## src/rtl/eng_pkg.sv

```systemverilog
// Shared definitions for the engine sequencer: default geometry constants
// and the sequencer state encoding.
package eng_pkg;

  localparam int unsigned K_MAX                  = 4;
  localparam int unsigned K_MIN                  = 2;
  localparam int unsigned BM_MULT_UNIT_NUM       = 4;
  localparam int unsigned PCK_TREE_XOR_UNITS_NUM = BM_MULT_UNIT_NUM / K_MIN;
  localparam int unsigned BMU_BM_MUX_SEL_W       = $clog2(K_MAX);
  localparam int unsigned K_W                    = $clog2(K_MAX + 1);
  localparam int unsigned PKT_CNT_W              = 16;
  localparam int unsigned DRAIN_TIMEOUT          = 64;

  typedef enum logic [2:0] {
    ST_IDLE,
    ST_CLR,
    ST_CFG,
    ST_RUN,
    ST_DRAIN,
    ST_DONE
  } eng_seq_state_t;

endpackage

```

## src/rtl/eng_cfg_gen.sv

```systemverilog
// Combinational derivation of BMU mux selects and XOR-tree AND masks from k,
// plus the k-validity check. Every supported k is unrolled as a constant so
// no divider is synthesised.
module eng_cfg_gen #(
  parameter int unsigned K_MAX                  = eng_pkg::K_MAX,
  parameter int unsigned K_MIN                  = eng_pkg::K_MIN,
  parameter int unsigned BM_MULT_UNIT_NUM       = eng_pkg::BM_MULT_UNIT_NUM,
  parameter int unsigned PCK_TREE_XOR_UNITS_NUM = eng_pkg::PCK_TREE_XOR_UNITS_NUM,
  parameter int unsigned BMU_BM_MUX_SEL_W       = eng_pkg::BMU_BM_MUX_SEL_W,
  parameter int unsigned K_W                    = eng_pkg::K_W
) (
  input  logic [K_W-1:0]                                    k,
  output logic [BM_MULT_UNIT_NUM-1:0][BMU_BM_MUX_SEL_W-1:0] sel,
  output logic [PCK_TREE_XOR_UNITS_NUM-1:0][0:K_MAX-1]      mask,
  output logic                                              k_ok
);

  // Per-candidate-k table lookup of selects, masks and validity
  always_comb begin
    sel  = '0;
    mask = '0;
    k_ok = 1'b0;
    for (int unsigned d = K_MIN; d <= K_MAX; d++) begin
      if (k == K_W'(d)) begin
        k_ok = ((BM_MULT_UNIT_NUM % d) == 0);
        for (int unsigned i = 0; i < BM_MULT_UNIT_NUM; i++) begin
          sel[i] = BMU_BM_MUX_SEL_W'(i % d);
        end
        for (int unsigned j = 0; j < PCK_TREE_XOR_UNITS_NUM; j++) begin
          if (j < BM_MULT_UNIT_NUM / d) begin
            mask[j] = K_MAX'((1 << d) - 1);
          end
        end
      end
    end
  end

endmodule

```

## src/rtl/eng_seq_ctrl.sv

```systemverilog
// Encode-job sequencer for engine_top: engine reset, BMU/mask configuration,
// buffer-gated calculation, packet counting, pipeline drain and completion.
// Optional macro ENG_SEQ_TIMEOUT_EN adds a DRAIN watchdog that flags err and
// resets the engine if the pipeline never empties.
module eng_seq_ctrl #(
  parameter int unsigned K_MAX                  = eng_pkg::K_MAX,
  parameter int unsigned K_MIN                  = eng_pkg::K_MIN,
  parameter int unsigned BM_MULT_UNIT_NUM       = eng_pkg::BM_MULT_UNIT_NUM,
  parameter int unsigned PCK_TREE_XOR_UNITS_NUM = BM_MULT_UNIT_NUM / K_MIN,
  parameter int unsigned BMU_BM_MUX_SEL_W       = $clog2(K_MAX),
  parameter int unsigned K_W                    = $clog2(K_MAX + 1),
  parameter int unsigned PKT_CNT_W              = eng_pkg::PKT_CNT_W,
  parameter int unsigned DRAIN_TIMEOUT          = eng_pkg::DRAIN_TIMEOUT
) (
  input  logic                                              clk,
  input  logic                                              rst_n,
  input  logic                                              start,
  input  logic                                              abort,
  input  logic [K_W-1:0]                                    k_cfg,
  input  logic [PKT_CNT_W-1:0]                              num_pkts,
  input  logic                                              inbuf_eng_din_reg_val,
  input  logic                                              cntl_eng_bm_col_din_reg_val,
  input  logic                                              outbuf_eng_full,
  input  logic                                              data_used,
  input  logic                                              eng_pl_empty,
  output logic                                              eng_rstn,
  output logic                                              bmu_bm_mux_sel_reg_wr,
  output logic [BM_MULT_UNIT_NUM-1:0][BMU_BM_MUX_SEL_W-1:0] bmu_bm_mux_sel_reg_din,
  output logic                                              and_mask_mask_reg_wr,
  output logic [PCK_TREE_XOR_UNITS_NUM-1:0][0:K_MAX-1]      and_mask_mask_reg_din,
  output logic                                              cntrl_eng_calc_en,
  output logic                                              global_reg_wr_en,
  output logic                                              busy,
  output logic                                              done,
  output logic                                              err,
  output logic [PKT_CNT_W-1:0]                              pkt_cnt
);

  import eng_pkg::*;

  eng_seq_state_t state, state_nxt;

  logic [K_W-1:0]       k_q;
  logic [PKT_CNT_W-1:0] num_q;
  logic [K_W-1:0]       gen_k;
  logic                 gen_k_ok;
  logic                 job_ok;
  logic                 last_pkt;
  logic                 abort_hit;
  logic                 timeout_hit;

  logic [BM_MULT_UNIT_NUM-1:0][BMU_BM_MUX_SEL_W-1:0] gen_sel;
  logic [PCK_TREE_XOR_UNITS_NUM-1:0][0:K_MAX-1]      gen_mask;

  // One generator serves both the start-time check (k_cfg) and CFG (latched k)
  assign gen_k    = (state == ST_IDLE) ? k_cfg : k_q;
  assign job_ok   = gen_k_ok && (num_pkts != '0);
  assign last_pkt = data_used && (pkt_cnt == num_q - 1'b1);

  eng_cfg_gen #(
    .K_MAX                  (K_MAX),
    .K_MIN                  (K_MIN),
    .BM_MULT_UNIT_NUM       (BM_MULT_UNIT_NUM),
    .PCK_TREE_XOR_UNITS_NUM (PCK_TREE_XOR_UNITS_NUM),
    .BMU_BM_MUX_SEL_W       (BMU_BM_MUX_SEL_W),
    .K_W                    (K_W)
  ) u_cfg_gen (
    .k    (gen_k),
    .sel  (gen_sel),
    .mask (gen_mask),
    .k_ok (gen_k_ok)
  );

`ifdef ENG_SEQ_TIMEOUT_EN
  localparam int unsigned TO_W = $clog2(DRAIN_TIMEOUT + 1);
  logic [TO_W-1:0] drain_cnt;
  logic            drain_expired;

  assign drain_expired = (drain_cnt == TO_W'(DRAIN_TIMEOUT - 1));

  // Cycles spent in DRAIN; zero on the first DRAIN cycle
  always_ff @(posedge clk or negedge rst_n) begin
    if (!rst_n) begin
      drain_cnt <= '0;
    end else if (state == ST_DRAIN) begin
      drain_cnt <= drain_cnt + 1'b1;
    end else begin
      drain_cnt <= '0;
    end
  end
`endif

  // Next-state logic; abort overrides every non-IDLE transition
  always_comb begin
    state_nxt   = state;
    abort_hit   = 1'b0;
    timeout_hit = 1'b0;
    case (state)
      ST_IDLE:  if (start && job_ok) state_nxt = ST_CLR;
      ST_CLR:   state_nxt = ST_CFG;
      ST_CFG:   state_nxt = ST_RUN;
      ST_RUN:   if (last_pkt) state_nxt = ST_DRAIN;
      ST_DRAIN: begin
        if (eng_pl_empty) begin
          state_nxt = ST_DONE;
        end
`ifdef ENG_SEQ_TIMEOUT_EN
        else if (drain_expired) begin
          state_nxt   = ST_DONE;
          timeout_hit = 1'b1;
        end
`endif
      end
      ST_DONE:  state_nxt = ST_IDLE;
      default:  state_nxt = ST_IDLE;
    endcase
    if (abort && (state != ST_IDLE)) begin
      state_nxt   = ST_IDLE;
      abort_hit   = 1'b1;
      timeout_hit = 1'b0;
    end
  end

  // Zero-latency backpressure gating of the engine enables
  always_comb begin
    cntrl_eng_calc_en = (state == ST_RUN) && inbuf_eng_din_reg_val &&
                        cntl_eng_bm_col_din_reg_val && !outbuf_eng_full;
    global_reg_wr_en  = cntrl_eng_calc_en;
  end

  // State register and registered outputs, decoded from the next state so
  // each output lines up with the cycle its state is occupied
  always_ff @(posedge clk or negedge rst_n) begin
    if (!rst_n) begin
      state                  <= ST_IDLE;
      eng_rstn               <= 1'b0;
      bmu_bm_mux_sel_reg_wr  <= 1'b0;
      and_mask_mask_reg_wr   <= 1'b0;
      bmu_bm_mux_sel_reg_din <= '0;
      and_mask_mask_reg_din  <= '0;
      busy                   <= 1'b0;
      done                   <= 1'b0;
      err                    <= 1'b0;
      pkt_cnt                <= '0;
      k_q                    <= '0;
      num_q                  <= '0;
    end else begin
      state                 <= state_nxt;
      eng_rstn              <= !((state_nxt == ST_CLR) || abort_hit || timeout_hit);
      bmu_bm_mux_sel_reg_wr <= (state_nxt == ST_CFG);
      and_mask_mask_reg_wr  <= (state_nxt == ST_CFG);
      busy                  <= (state_nxt != ST_IDLE);
      done                  <= (state_nxt == ST_DONE);

      if ((state == ST_IDLE) && start) begin
        if (job_ok) begin
          err     <= 1'b0;
          k_q     <= k_cfg;
          num_q   <= num_pkts;
          pkt_cnt <= '0;
        end else begin
          err <= 1'b1;
        end
      end
      if (timeout_hit) begin
        err <= 1'b1;
      end

      if ((state == ST_RUN) && data_used && !abort_hit) begin
        pkt_cnt <= pkt_cnt + 1'b1;
      end

      if (state_nxt == ST_CFG) begin
        bmu_bm_mux_sel_reg_din <= gen_sel;
        and_mask_mask_reg_din  <= gen_mask;
      end
    end
  end

endmodule

```

## config.mk

```make
export PLATFORM = sky130hd
export DESIGN_NAME = eng_seq_ctrl
export DESIGN_NICKNAME = d
export VERILOG_FILES = /design/src/rtl/eng_pkg.sv /design/src/rtl/eng_cfg_gen.sv /design/src/rtl/eng_seq_ctrl.sv
export SDC_FILE = /design/constraint.sdc
export NUM_CORES = 1
export LEC_CHECK = 0
export ABC_AREA = 1
export ABC_CLOCK_PERIOD_IN_PS = 5020
export CAP_MARGIN = 20
export CORE_MARGIN = 1.5
export CORE_UTILIZATION = 55
export CTS_CLUSTER_SIZE = 12
export DETAILED_ROUTE_END_ITERATION = 6
export PLACE_DENSITY = 0.93
export SYNTH_ARGS = -nofsm -noshare
export SYNTH_HDL_FRONTEND = slang
export SYNTH_SLANG_ARGS = --single-unit
```

## constraint.sdc

```tcl
create_clock -name clk -period 5.02 [get_ports clk]
set_clock_uncertainty 0.05 [all_clocks]
set_input_delay 1.004 -clock clk [delete_from_list [all_inputs] [get_ports clk]]
set_output_delay 1.004 -clock clk [all_outputs]
set_load 0.005 [all_outputs]
```

==> impl_metrics.toml, run 1 <==
[run_status]
status = "completed"

[clocking]
cts_resized = 0
clock_path_buffers = 2
clkLatencyLatePin_ns = 0.30
path_clk_slew_ns = 0.08
cts_tree = "yes"
clock-sinks = 48
htree_num_levels = 2
post_cts_buffers = 0
cts_hold_buf = 0
cts_buffers = 5
cts-root-buf = "clkbuf_8"

[timing]
setup_tns_ns = 0
min_period_over_period_pct = 65.1
hold_slack_ns = 0.424
rsz0062_at_grt = "false"
final.min_clock_period_ns = 3.27
slew_viol_final = 0
worstMarginPinSlew_ns = 0.902
setup_violations = 0
slew-limit-headroom_pct = 39.4
hold_violations = 0
fmax_mhz = 306

[final_layout]
antennaDiodeCount = 0
final_common_cell = "nand2_1"
layout_common_cells = "151 x nand2_1, 62 x inv_1, 60 x clkdlybuf4s50_1, 48 x dfrtp_1, 41 x nor2_1"
syn_to_final_growth_pct = 22.0
final_nets = 544
drive_gt1_share_pct = 7.98
final_util_pct = 70.1

[grt]
first_global_vias = 2847
antenna_found_initial = 0
gr-total-overflow = 0
grt_pass1_wl_mm = 12.6
grt_usage_pct = 25.7
grt_max_degree = 49

[setup_path]
cp_data_required_time_ns = 3.97
critPathMaxFanout = 2
critPathArrivalTime_ns = 2.22
crit_path_end_kind = "output pin"
path_class = "in2out"
cp-start-kind = "primary input"

[detailed_routing]
vias = 3125
drc = 0
routed_wl_mm = 7.67
drtIter0Drc = 227
avgRoutedWirePerCell_um = 13.1
drtPass1Iterations = 4
vias_per_cell = 5.33
ant_nets = 0

[placement]
gp_congestion = 0.916
dp_hpwl_mm = 5.86
numPortBuffers = 61

[synth]
async_reset_ff_share_pct = 100
synth_area_per_cell_um2 = 7.01
yosysWarnings = 0
synth-seq-cells = 48
synth-seq-area-share_pct = 37.5
ys_types = 38
yosys_most_used_dff = "dfrtp_1"
netlist_instances = 457
synth_edf_count = 0
syn_area_um2 = 3200

[power]
vdd_drop_max_mv = 0.364
p_leak_nw = 1.93
power_per_cell_area_nw_per_um2 = 505

[floorplan]
num_rows = 27
ios = 68
fp.dieW_um = 79.3
die_h_um = 79.3
initial_core_util_pct = 57.5
design.core.area_um2 = 5570
die-area_um2 = 6290

[run]
cap_violations = 0

[min_path]
hp-class = "reg2reg"
-- layout make-up --
cell class | instances | area [µm²]
Sequential cell | 48 | 1200
Timing Repair Buffer | 63 | 641
Inverter | 65 | 244
Clock buffer | 6 | 72.6
Multi-Input combinational cell | 331 | 1650
Fill cell | 454 | 1670
Tap cell | 72 | 90.1
Clock inverter | 1 | 5.00
-- layer usage --
| metal | share of wire [%] | vias up | track usage, % | routed length, µm |
|---|---|---|---|---|
| li1 | - | 1542 | - | - |
| met1 | 43 | 1439 | 34.0 | 3290 |
| met2 | 49 | 118 | 42.2 | 3730 |
| met3 | 6.0 | 26 | 4.37 | 459 |
| met4 | 2.4 | 0 | 9.82 | 181 |
| met5 | 0 | - | 0 | 0 |
-- worst max-delay path, cell delays in order --
cell and delay, ns:
clkdlybuf4s50_1 0.46, nand4_1 0.08, nor2_1 0.14, clkdlybuf4s50_1 0.53
-- path summary, 6_finish.rpt --
kind | startpoint | endpoint | slack (ns) | depth (start not counted)
min reg2reg | k_q[0] | k_q[0] | 0.42 | 2
min in group asynchronous | rst_n | num_q[2] | 0.63 | 1
max reg2reg | state[2] | pkt_cnt[8] | 2.40 | 12
max in group asynchronous | rst_n | pkt_cnt[9] | 3.77 | 2
min | k_q[0] | k_q[0] | 0.42 | 2
max | inbuf_eng_din_reg_val | cntrl_eng_calc_en | 1.75 | 4
-- Yosys cell counts, types with 2 or more instances --
cell type	n	area share [%]
nor2_2	8	1.6
buf_2	3	0.47
o32ai_1	3	0.82
inv_2	2	0.23
nor2_4	3	1.1
nand2_1	151	18
inv_1	62	7.3
xnor2_1	6	1.6
nand2_2	7	1.4
nand3b_1	4	0.94
ha_1	2	0.78
o21ai_0	15	2.3
xor2_1	5	1.4
a21oi_1	11	1.7
o22ai_1	3	0.59
buf_4	14	3.3
nand3_1	29	4.5
dfrtp_1	48	37
nand3_2	2	0.63
nand3_4	2	1.1
o21ai_1	3	0.47
nand4_1	11	2.1
o21a_1	3	0.70
nor4_1	3	0.59
nor3_2	3	0.94
nor2_1	41	4.8
and2_1	2	0.39
-- power breakdown --
group / total [mW] / switching, mW / internal (mW)
Sequential: 0.655 / 0.143 / 0.512
Combinational: 1.10 / 0.668 / 0.436
Clock: 0.214 / 0.120 / 0.0948
-- logic make-up after synthesis --
family	Yosys count	share of synthesized area (%)
xor+xnor	11	3.01
compound gates	41	7.42
buf+inv	83	11.5
simple gates	271	39.7
other cells	1	0.117
flops	48	37.5
fa+ha+maj	2	0.781
-- stage by stage --
step                      setup WS [ns]  area, µm²  power, mW  std cells
after floorplan                    2.61       3220       1.42        462
after global placement             1.78       3800       1.67        578
after detailed placement           1.74       3800       1.73        578
after CTS                          1.74       3880       1.96        585
after global routing               1.70       3910       2.15        586
final                              1.75       3910       1.97        586
-- state kept, by name (all words and copies together), names as in the netlist --
| signal | cells |
|---|---|
| done | 1 |
| pkt_cnt | 16 |
| eng_rstn | 1 |
| and_mask_mask_reg_wr | 1 |
| k_q | 3 |
| busy | 1 |
| bmu_bm_mux_sel_reg_din | 2 |
| state | 3 |
| num_q | 16 |
| err | 1 |
| and_mask_mask_reg_din | 3 |
(Power assumes the default switching activity.)
==> run 2: changes to the inputs <==
- ABC_CLOCK_PERIOD_IN_PS: 5020 -> 2900
- CORE_UTILIZATION: 55 -> 47
- PLACE_DENSITY: 0.93 -> 0.86
- clock period: 5.02 -> 2.9 ns (I/O delays scaled with it)
==> run 2 against run 1 <==
Compared with the run above:
- clock power grew 130%
- hold slack worse by 0.29 ns
- largest power group unchanged
- the flow now finishes with violations (design-rule violations)
- clock-buffer cell count down 1
==> impl_metrics.toml, run 2 (synthesized netlist as in run 1, its figures left out) <==
[run_status]
status = "complete, but fails checks"
failed_checks = "design-rule violations"

[floorplan]
fp.dieW_um = 85.6
initial_core_util_pct = 49.6
ios = 68
num_rows = 29
die-area_um2 = 7320
design.core.area_um2 = 6460
die_h_um = 85.6

[detailed_routing]
routed_wl_mm = 7.83
drtIter0Drc = 188
ant_nets = 0
drt-met1-wl_mm = 3.64
avgRoutedWirePerCell_um = 13.2
wl_met3_um = 354
top_layer_used = "met4"
routed-wl-met2_mm = 3.70
drc = 1
drtPass1Iterations = 7
vias_per_cell = 5.14
vias = 3057

[setup_path]
path_buf_inv = 2
cpPeakStageDelay_ns = 0.51
cp-start-kind = "primary input"
crit_chain = "clkdlybuf4s50_1 -> nand4_1 -> nor2_1 -> clkdlybuf4s50_1"
critPathMaxFanout = 2
crit_top_cell = "clkdlybuf4s50_1"
crit_path_end_kind = "output pin"
path_delay_family = "buffers and inverters"
cp_data_required_time_ns = 2.27
path_class = "in2out"
critPathArrivalTime_ns = 1.77
cpMaxStageDelayCell = "clkdlybuf4s50_1"

[clocking]
cts_hold_buf = 0
clock_path_buffers = 2
post_cts_buffers = 0
cts_tree = "yes"
htree_num_levels = 2
clock-sinks = 48
cts_buffers = 5
cts_resized = 0
cts-root-buf = "clkbuf_8"
path_clk_slew_ns = 0.09
clkLatencyLatePin_ns = 0.30

[power]
vdd_drop_max_mv = 0.424
p_leak_nw = 1.95
finalPower_mw = 3.54
power_per_cell_area_nw_per_um2 = 893

[final_layout]
reg_top3 = "num_q (16), pkt_cnt (16)"
drive_gt1_share_pct = 8.88
multiInputGateArea_um2 = 1650
regArea_um2 = 1200
fin_area_um2 = 3960
instances_no_fill = 595
final_common_cell = "nand2_1"
antennaDiodeCount = 0
syn_to_final_growth_pct = 23.7
fillers = 593
final_util_pct = 61.3
final_nets = 547
layout_common_cells = "151 x nand2_1, 62 x inv_1, 60 x clkdlybuf4s50_1, 48 x dfrtp_1, 41 x nor2_1"

[timing]
slew_viol_final = 0
setup_violations = 0
rsz0062_at_grt = "false"
setup_slack_ns = 0.499
hold_violations = 0
fmax_mhz = 416
setup_tns_ns = 0
hold_slack_ns = 0.138
final.min_clock_period_ns = 2.40
min_period_over_period_pct = 82.8

[placement]
pre_cts_slack_ns = 0.326
gp_congestion = 0.941
dpl-instance-area_um2 = 3830
dp_cells = 586
dp_hpwl_mm = 6.13
numPortBuffers = 61

[grt]
grt_usage_pct = 22.9
antenna_found_initial = 0
first_global_vias = 2884
grt_pass1_wl_mm = 13.3
grt_max_degree = 49
gr-total-overflow = 0

[min_path]
hp-class = "in2async"

[run]
cap_violations = 0
-- run 2: cell count changes in the layout (fill, tap and decap cells not counted) --
| cell | change |
|---|---|
| buf_16 | -1 |
| buf_12 | +1 |
| clkbuf_1 | -1 |
| bufinv_16 | +1 |
| buf_4 | +3 |
| clkinvlp_4 | +1 |
-- run 2: worst paths after layout --
check                                                 start           endpoint  cells past startpoint  slack [ns]
max in group asynchronous                             rst_n           state[0]                      2        2.16
worst min register to register                       k_q[0]             k_q[0]                      2        0.44
worst min-delay path                                  rst_n           num_q[2]                      1        0.14
min in group clk                                     k_q[0]             k_q[0]                      2        0.44
worst max-delay path            cntl_eng_bm_col_din_reg_val  cntrl_eng_calc_en                      4        0.50
worst max register to register                   pkt_cnt[0]        pkt_cnt[14]                     12        0.51
-- run 2: final cells by class --
class,instances,share of cell area (%)
clock buffers,5,1.74
clock inverters,3,1.07
multi-input cells,331,41.7
well taps,77,2.43
inverters,65,6.16
repair buffers,66,16.6
flip-flops and latches,48,30.3
-- run 2: metal layers --
metal  track usage [%]  vias to the layer above
met5                 0                        -
met4              5.87                        0
met3              3.18                       12
met2              38.6                      102
met1              31.2                     1403
li1                  -                     1540
-- run 2: power by group --
group          total [mW]  leakage, nW  switching (mW)  internal [mW]
registers            1.13        0.624           0.248          0.886
logic                1.91         1.27            1.14          0.772
clock network       0.488       0.0541           0.232          0.255
